--- src/rtl/ahb_lite_cmd_master.sv ---
// Single-transfer AHB-Lite initiator: one command in, one non-pipelined bus transfer, one response out.
// Latency cmd->rsp_valid is 3 cycles plus one per hready=0 cycle; cmd_ready is low while a command is in flight.
module ahb_lite_cmd_master #(
   parameter logic [3:0] HPROT_VAL = 4'b0011
) (
   input  logic        hclk,
   input  logic        hresetn,
   input  logic        cmd_valid,
   output logic        cmd_ready,
   input  logic        cmd_write,
   input  logic [31:0] cmd_addr,
   input  logic [1:0]  cmd_size,
   input  logic [31:0] cmd_wdata,
   output logic        rsp_valid,
   input  logic        rsp_ready,
   output logic [31:0] rsp_rdata,
   output logic [1:0]  rsp_err,
   output logic        busy,
   output logic [31:0] haddr,
   output logic [1:0]  htrans,
   output logic        hwrite,
   output logic [2:0]  hsize,
   output logic [2:0]  hburst,
   output logic [3:0]  hprot,
   output logic        hmastlock,
   output logic [31:0] hwdata,
   input  logic        hready,
   input  logic        hresp,
   input  logic [31:0] hrdata
);

   typedef enum logic [1:0] {
      S_IDLE = 2'd0,
      S_ADDR = 2'd1,
      S_DATA = 2'd2,
      S_RESP = 2'd3
   } state_e;

   localparam logic [1:0] HTRANS_IDLE   = 2'b00;
   localparam logic [1:0] HTRANS_NONSEQ = 2'b10;
   localparam logic [1:0] ERR_OKAY      = 2'b00;
   localparam logic [1:0] ERR_BUS       = 2'b01;
   localparam logic [1:0] ERR_ILLEGAL   = 2'b11;

   state_e      state_q, state_d;
   logic [31:0] addr_q,  addr_d;
   logic [31:0] wdata_q, wdata_d;
   logic [31:0] rdata_q, rdata_d;
   logic [1:0]  size_q,  size_d;
   logic [1:0]  err_q,   err_d;
   logic        write_q, write_d;

   logic        cmd_hs;
   logic        cmd_bad;
   logic [31:0] wdata_lane;
   logic [31:0] rdata_lane;

   assign cmd_hs = cmd_valid && (state_q == S_IDLE);

   // Misaligned or reserved-size commands are answered locally and never reach the bus.
   always_comb begin
      cmd_bad = 1'b0;
      case (cmd_size)
         2'd0:    cmd_bad = 1'b0;
         2'd1:    cmd_bad = cmd_addr[0];
         2'd2:    cmd_bad = (cmd_addr[1:0] != 2'b00);
         default: cmd_bad = 1'b1;
      endcase
   end

   always_comb begin
      wdata_lane = cmd_wdata;
      case (cmd_size)
         2'd0:    wdata_lane = {4{cmd_wdata[7:0]}};
         2'd1:    wdata_lane = {2{cmd_wdata[15:0]}};
         default: wdata_lane = cmd_wdata;
      endcase
   end

   always_comb begin
      rdata_lane = hrdata;
      case (size_q)
         2'd0: begin
            case (addr_q[1:0])
               2'd0:    rdata_lane = {24'h0, hrdata[7:0]};
               2'd1:    rdata_lane = {24'h0, hrdata[15:8]};
               2'd2:    rdata_lane = {24'h0, hrdata[23:16]};
               default: rdata_lane = {24'h0, hrdata[31:24]};
            endcase
         end
         2'd1:    rdata_lane = addr_q[1] ? {16'h0, hrdata[31:16]} : {16'h0, hrdata[15:0]};
         default: rdata_lane = hrdata;
      endcase
   end

   always_ff @(posedge hclk or negedge hresetn) begin
      if (!hresetn) begin
         state_q <= S_IDLE;
      end else begin
         state_q <= state_d;
      end
   end

   always_comb begin
      state_d = state_q;
      case (state_q)
         S_IDLE: if (cmd_hs) state_d = cmd_bad ? S_RESP : S_ADDR;
         S_ADDR: if (hready) state_d = S_DATA;
         S_DATA: if (hready) state_d = S_RESP;
         S_RESP: if (rsp_ready) state_d = S_IDLE;
         default: state_d = S_IDLE;
      endcase
   end

   always_comb begin
      cmd_ready = (state_q == S_IDLE);
      busy      = (state_q != S_IDLE);
      rsp_valid = (state_q == S_RESP);
      htrans    = (state_q == S_ADDR) ? HTRANS_NONSEQ : HTRANS_IDLE;
   end

   always_comb begin
      addr_d  = addr_q;
      wdata_d = wdata_q;
      rdata_d = rdata_q;
      size_d  = size_q;
      err_d   = err_q;
      write_d = write_q;
      if (cmd_hs) begin
         addr_d  = cmd_addr;
         size_d  = cmd_size;
         write_d = cmd_write;
         wdata_d = wdata_lane;
         if (cmd_bad) begin
            err_d   = ERR_ILLEGAL;
            rdata_d = 32'h0;
         end
      end else if ((state_q == S_DATA) && hready) begin
         // Only the hready=1 edge ends the data phase; an hresp-only cycle just waits.
         if (hresp) begin
            err_d   = ERR_BUS;
            rdata_d = 32'h0;
         end else begin
            err_d   = ERR_OKAY;
            rdata_d = write_q ? 32'h0 : rdata_lane;
         end
      end
   end

   always_ff @(posedge hclk or negedge hresetn) begin
      if (!hresetn) begin
         addr_q  <= 32'h0;
         wdata_q <= 32'h0;
         rdata_q <= 32'h0;
         size_q  <= 2'd0;
         err_q   <= ERR_OKAY;
         write_q <= 1'b0;
      end else begin
         addr_q  <= addr_d;
         wdata_q <= wdata_d;
         rdata_q <= rdata_d;
         size_q  <= size_d;
         err_q   <= err_d;
         write_q <= write_d;
      end
   end

   assign haddr     = addr_q;
   assign hwrite    = write_q;
   assign hsize     = {1'b0, size_q};
   assign hwdata    = wdata_q;
   assign hburst    = 3'b000;
   assign hprot     = HPROT_VAL;
   assign hmastlock = 1'b0;
   assign rsp_rdata = rdata_q;
   assign rsp_err   = err_q;

endmodule

--- config.mk ---
export PLATFORM = sky130hd
export DESIGN_NAME = ahb_lite_cmd_master
export DESIGN_NICKNAME = d
export VERILOG_FILES = /design/src/rtl/ahb_lite_cmd_master.sv
export SDC_FILE = /design/constraint.sdc
export NUM_CORES = 1
export LEC_CHECK = 0
export ABC_AREA = 1
export BUFFER_PORTS_ARGS = -buffer_cell sky130_fd_sc_hd__buf_4
export CORE_AREA = 2 2 104 106
export CTS_BUF_LIST = sky130_fd_sc_hd__clkbuf_16
export DETAILED_ROUTE_END_ITERATION = 8
export DIE_AREA = 0 0 106 108
export PLACE_DENSITY_LB_ADDON = 0.1
export SLEW_MARGIN = 20
export SYNTH_ARGS = -nofsm -noshare
export SYNTH_HDL_FRONTEND = slang
export SYNTH_SLANG_ARGS = --single-unit
export TNS_END_PERCENT = 50
--- constraint.sdc ---
create_clock -name hclk -period 2.29 [get_ports hclk]
set_input_delay 0.229 -clock hclk [delete_from_list [all_inputs] [get_ports hclk]]
set_output_delay 0.229 -clock hclk [all_outputs]
set_load 0.01 [all_outputs]
==> results of run 1 <==
registers in the layout, summed over array words and instances, names as in the netlist:
| signal | cells |
|---|---|
| haddr | 32 |
| hwdata | 32 |
| rsp_rdata | 32 |
| rsp_err | 2 |
| size_q | 2 |
| state_q | 2 |
| hwrite | 1 |
per-layer routing:
layer  share of wire  up-vias
li1                -     2400
met1            0.39     2301
met2            0.48      222
met3           0.098       37
met4           0.030        0
met5               0        -
what timing repair did:
item                      CTS  global route
hold endpoints to repair   45             0
hold buffers                1             0
gates resized for setup     0             0
metrics by stage:
stage | cells | util | power, µW | area, µm² | setup WS [ps]
final | 973 | 0.6893 | 8880 | 7052 | 244.9
after global routing | 973 | 0.6893 | 9506 | 7052 | 75.89
after global placement | 958 | 0.6604 | 7272 | 6756 | 390.2
after CTS | 973 | 0.6893 | 8951 | 7052 | 243.9
after floorplan | 649 | - | 5469 | 5244 | 679.1
after detailed placement | 958 | 0.6604 | 7410 | 6756 | 262.1
power by group:
part           switching [µW]  internal [µW]
Combinational            2370           1830
Sequential                537           2620
Clock                     679            840
Total                    3590           5290
worst max-delay path, stage by stage (launching register included):
cell	delay (ps)
dfrtp_1	390
inv_1	90
ha_1	250
nand2_2	320
inv_2	110
nor3_4	120
buf_4	450
nand3_2	160
nand2_1	80
cell type report:
cell class | instances | area share
clock buffer | 9 | 0.03194
clock inverter | 5 | 0.008517
inverter | 50 | 0.02661
multi-input combinational | 449 | 0.3059
sequential | 103 | 0.3655
tap | 136 | 0.02413
timing repair buffer | 221 | 0.2374
cell usage in the layout, fill, tap and decap left out, types with 2 or more instances in the layout:
cell       instances
nand3_2           31
nor2_2             2
nand2_1          245
a31oi_1            2
clkbuf_16          9
conb_1            10
a41oi_1            2
o21ai_0           50
nand2_2            2
ha_1               4
a21oi_1           21
nor2_1             9
dfrtp_1          103
nand3_1           51
buf_4            219
o21ai_1           16
inv_2              2
inv_1             48
worst paths after layout:
check	end	slack [ps]
worst max-delay path	rsp_rdata[12]	240
worst min-delay path	haddr[30]	80
worst max register to register	rsp_rdata[12]	240
worst min register to register	haddr[1]	490
max in group asynchronous	hwdata[23]	1130
min in group asynchronous	rsp_rdata[4]	430
kinds of logic (layout without fill, tap and decap cells):
family,count (synthesis),after routing
adders and majority gates,4,4
other,2,10
DFF,103,103
buffers and inverters,97,285
and+or+nand+nor,343,343
AOI/OAI and AO/OA,92,92
==> flow_summary_export.csv, run 1 <==
group,metric,value,unit
status,status,"finished clean",
clocking,cts_made_buffers,9,
die,die_w,106,µm
timing,period_needed,2045,ps
clocking,post_cts_buffers,0,
critical_path,endpoint_kind,"flop",
grt,antenna_found_initial,0,
routing,drt-wirelength-per-cell,15.31,µm
worst_hold_path,hold_depth,3,
placed_design,dp_hpwl,11010,µm
logic_synthesis,synthMuxAreaShare,0,
logic_synthesis,synth-seq-cells,103,
grt,met3_usage,0.07173,
critical_path,crit_arrival,2320,ps
logic_synthesis,netlist_instances,641,
logic_synthesis,yosysMostFrequentCell,"nand2_1",
grt,grt_usage,0.2616,
routing,routed-via-count,4960,
worst_hold_path,hold_start,"cmd_addr[30]",
critical_path,crit_path_start,"state_q[0]",
final_layout,seq_area,0.002577,mm²
final_layout,multi_input_area,0.002157,mm²
final_layout,syn_to_final_growth,35.25,%
routing,drcViolationCount,0,
clocking,clkSlewWorstSetupHoldPaths,70,ps
die,die_area,0.01145,mm²
die,ios,220,
routing,drt_iter0_drc,271,
grt,grt-ovfl-total,0,
clocking,clockBufferDepth,2,
logic_synthesis,async_flop_share,1.000,
die,die-height,108,µm
clocking,root_buffer,"clkbuf_16",
placed_design,gp_congestion,0.9134,
timing,final-setup-viol-count,0,
grt,grt_max_degree,59,
logic_synthesis,syn_area,0.005214,mm²
logic_synthesis,synth_top_area_frac,0.4944,
logic_synthesis,yosys.area.top_type,"dfrtp_1",
grt,gr-usage-met2,0.4415,
grt,first_global_vias,5037,
flow_run,cap_violations,0,
die,initial_utilization,0.5096,
final_layout,fillers,892,
logic_synthesis,synth_adder_area_share,0.009599,
final_layout,antenna_cells,0,
routing,totalWireLength,14890,µm
timing,drv_slew,0,
timing,finalClockSkew,7.037,ps
grt,grt_busiest_layer,"met2",
logic_synthesis,synth-xor-area-share,0,
critical_path,worstRegToRegCells,8,
grt,grtUsageMet1,0.3178,
routing,drtAntennaViolNets,0,
timing,rsz0062_at_grt,"false",
critical_path,setup.worst_path.class,"flop to flop",
power_and_ir_drop,leakagePower,0.003922,µW
logic_synthesis,seq_area_frac_synth,0.4944,
logic_synthesis,yosysWarningCount,0,
logic_synthesis,synthSimpleGateAreaFrac,0.3065,
clocking,tritoncts,"yes",
timing,worst_slew_pin_slew,648.1,ps
clocking,cts_htree_levels,3,
logic_synthesis,synth_common_cells,"245 x nand2_1, 103 x dfrtp_1, 51 x nand3_1, 50 x o21ai_0, 48 x inv_1",
final_layout,nets,943,
power_and_ir_drop,powerDensity,1259,mW/mm²
critical_path,cp.required,2570,ps
clocking,clock-sinks,103,
logic_synthesis,avgSynthCellArea,8.134,µm²
logic_synthesis,synth_top_family_by_area,"simple AND/OR/NAND/NOR gates",
routing,vias_per_cell,5.098,
worst_hold_path,hp-class,"input pin to flop",
timing,fin_tns_setup,0,ps
logic_synthesis,synth_ff_type,"dfrtp_1",
critical_path,cp_max_fo,32,
power_and_ir_drop,irDropWorstVdd,0.7317,mV
timing,hold_ws,80.41,ps
die,core,0.01023,mm²
placed_design,portBuffers,209,
timing,min_period_over_period,0.8930,
timing,relSlewSlack,0.5680,
grt,grt_pass1_wl,23580,µm
timing,fmax,489.0,MHz
clocking,clock_latency,340,ps
routing,dr.pass1.iters,4,
logic_synthesis,synthDistinctLibCells,27,
logic_synthesis,ys_top_cells_by_area,"dfrtp_1 49%, nand2_1 18%, nand3_2 6.0%",
final_layout,drive_gt1_frac,0.3274,
critical_path,cp-start-kind,"flop",
logic_synthesis,synth_compound_gate_area_share,0.09047,
die,rows,37,
critical_path,reg2reg_from,"state_q[0]",
logic_synthesis,synth-edff-count,0,
timing,hold_violations,0,
(Power assumes the default switching activity.)
==> inputs of run 2 (changes only) <==
--- a/config.mk
+++ b/config.mk
@@ -7,10 +7,10 @@
 export LEC_CHECK = 0
 export ABC_AREA = 1
 export BUFFER_PORTS_ARGS = -buffer_cell sky130_fd_sc_hd__buf_4
-export CORE_AREA = 2 2 104 106
+export CORE_AREA = 2 2 106 108
 export CTS_BUF_LIST = sky130_fd_sc_hd__clkbuf_16
 export DETAILED_ROUTE_END_ITERATION = 8
-export DIE_AREA = 0 0 106 108
+export DIE_AREA = 0 0 108 110
 export PLACE_DENSITY_LB_ADDON = 0.1
 export SLEW_MARGIN = 20
 export SYNTH_ARGS = -nofsm -noshare
==> run 2 against run 1 <==
Against the previous run:
- clock skew increased by 2.0 ps
- global-route usage down 0.48 points
- flip-flop and latch count stayed put
- largest cell class unchanged
- highest routed layer unchanged
==> flow_summary_export.csv, run 2 (synthesis results as in run 1) <==
group,metric,value,unit
critical_path,slowest_delay,410,ps
critical_path,cp-start-kind,"flop",
timing,fmax,558.7,MHz
timing,rsz0062_at_grt,"false",
final_layout,final_common_cell,"nand2_1",
routing,drt-wirelength-per-cell,15.30,µm
routing,drcViolationCount,0,
final_layout,drive_gt1_frac,0.3266,
routing,drt_iter0_drc,259,
die,rows,38,
flow_run,cap_violations,0,
timing,final-setup-viol-count,0,
power_and_ir_drop,swShare,0.4098,
placed_design,dp_hpwl,10910,µm
grt,grtUsageMet1,0.3244,
grt,grt_max_degree,57,
die,die_area,0.01188,mm²
routing,dr.pass1.iters,4,
clocking,post_cts_buffers,0,
die,core,0.01070,mm²
final_layout,seq_area,0.002577,mm²
worst_hold_path,hold_start,"cmd_addr[6]",
final_layout,nets,943,
worst_hold_path,hp-class,"input pin to flop",
power_and_ir_drop,powerDensity,1248,mW/mm²
power_and_ir_drop,leakagePower,0.003920,µW
critical_path,endpoint_kind,"flop",
timing,drv_slew,0,
critical_path,crit_path_start,"state_q[1]",
grt,first_global_vias,4827,
power_and_ir_drop,irDropWorstVdd,0.5848,mV
clocking,clockBufferDepth,2,
routing,drtAntennaViolNets,0,
grt,grt_busiest_layer,"met2",
routing,vias_per_cell,5.019,
timing,fin_tns_setup,0,ps
clocking,postCtsResizedCells,0,
status,status,"finished clean",
die,ios,220,
routing,routed-via-count,4914,
critical_path,critical_path.slowest_cell,"dfrtp_1",
timing,hold_violations,0,
clocking,hold_buffers,1,
timing,worst_slew_pin_slew,657.6,ps
die,die_w,108,µm
critical_path,path_cells,"inv_1, ha_1, inv_1, nor2_2, nand3_4, buf_4, nand3_1, nand2_1",
timing,finalClockSkew,8.999,ps
grt,met3_usage,0.05938,
final_layout,mostFrequentLayoutCells,"245 x nand2_1, 219 x buf_4, 103 x dfrtp_1",
grt,grt-ovfl-total,0,
clocking,clock_latency,350,ps
timing,relSlewSlack,0.5616,
clocking,tritoncts,"yes",
routing,totalWireLength,14980,µm
clocking,cts_made_buffers,9,
critical_path,setup.worst_path.class,"flop to flop",
die,die-height,110,µm
final_layout,fillers,962,
final_layout,syn_to_final_growth,35.13,%
final_layout,multi_input_area,0.002157,mm²
power_and_ir_drop,power.internal,5190,µW
critical_path,cp_max_fo,34,
clocking,clkSlewWorstSetupHoldPaths,70,ps
power_and_ir_drop,p_comb_frac,0.477,
clocking,cts_htree_levels,3,
clocking,root_buffer,"clkbuf_16",
critical_path,cp.required,2530,ps
timing,period_needed,1790,ps
critical_path,reg2reg_from,"state_q[1]",
critical_path,critical_path.most_common_cell,"inv_1",
grt,gr-usage-met2,0.4241,
critical_path,crit_arrival,2030,ps
final_layout,antenna_cells,0,
placed_design,gp_congestion,0.9212,
grt,antenna_found_initial,0,
die,initial_utilization,0.4874,
power_and_ir_drop,power.net_switching,3604,µW
grt,grt_pass1_wl,23570,µm
placed_design,portBuffers,209,
power_and_ir_drop,clockPowerShare,0.164,
power_and_ir_drop,seq_power_share,0.359,
timing,hold_ws,65.65,ps
timing,min_period_over_period,0.7816,
grt,grt_usage,0.2567,
clocking,clock-sinks,103,
[run 2: cell count changes in the layout (fill, tap and decap cells not counted), sizes merged]
cell / previous run / this run
inv: 51 / 53
bufinv: 1 / 0
clkinv: 2 / 3
[run 2: path summary, 6_finish.rpt]
path	slack, ps	cells after the start	endpoint
worst min-delay path	70	3	haddr[6]
min in group asynchronous	430	2	rsp_rdata[5]
worst max register to register	500	8	rsp_rdata[25]
worst min register to register	480	2	haddr[19]
max in group asynchronous	1180	3	haddr[28]
worst max-delay path	500	8	rsp_rdata[25]
[run 2: stage by stage]
| stage | cells | util | power, µW | instance area (µm²) | worst slack, ps |
|---|---|---|---|---|---|
| global route | 979 | 0.6586 | 9450 | 7046 | 362.5 |
| global placement | 962 | 0.6320 | 7270 | 6761 | 597.0 |
| CTS | 979 | 0.6586 | 8875 | 7046 | 519.4 |
| detailed placement | 962 | 0.6320 | 7397 | 6761 | 549.3 |
| finish | 979 | 0.6586 | 8795 | 7046 | 500.2 |
| floorplan | 649 | - | 5469 | 5244 | 679.1 |
[run 2: final cells by class]
class                      instances  share of cell area
timing repair buffer             221              0.2376
sequential                       103              0.3658
clock buffer                       9             0.03197
clock inverter                     7            0.006926
inverter                          50             0.02664
tap                              140             0.02486
multi-input combinational        449              0.3062
[run 2: critical path, delay by kind of cell (launching register included)]
kind / cells / cell delay [ps]
adders and majority gates: 1 / 240
buffers and inverters: 3 / 510
DFF: 1 / 410
and+or+nand+nor: 4 / 520
[run 2: routing by layer]
layer  vias up  part of all wire
li1       2398                 -
met3        35             0.074
met2       193              0.49
met4         0             0.032
met5         -                 0
met1      2288              0.40
[run 2: power by group through the flow]
| stage | Combinational, µW | Sequential, µW | Clock, µW |
|---|---|---|---|
| after detailed placement | 4230 | 3160 | 0 |
| after global routing | 4660 | 3250 | 1540 |
| after CTS | 4240 | 3160 | 1480 |
| after floorplan | 2020 | 3450 | 0 |
| final | 4200 | 3160 | 1440 |
| after global placement | 4130 | 3140 | 0 |
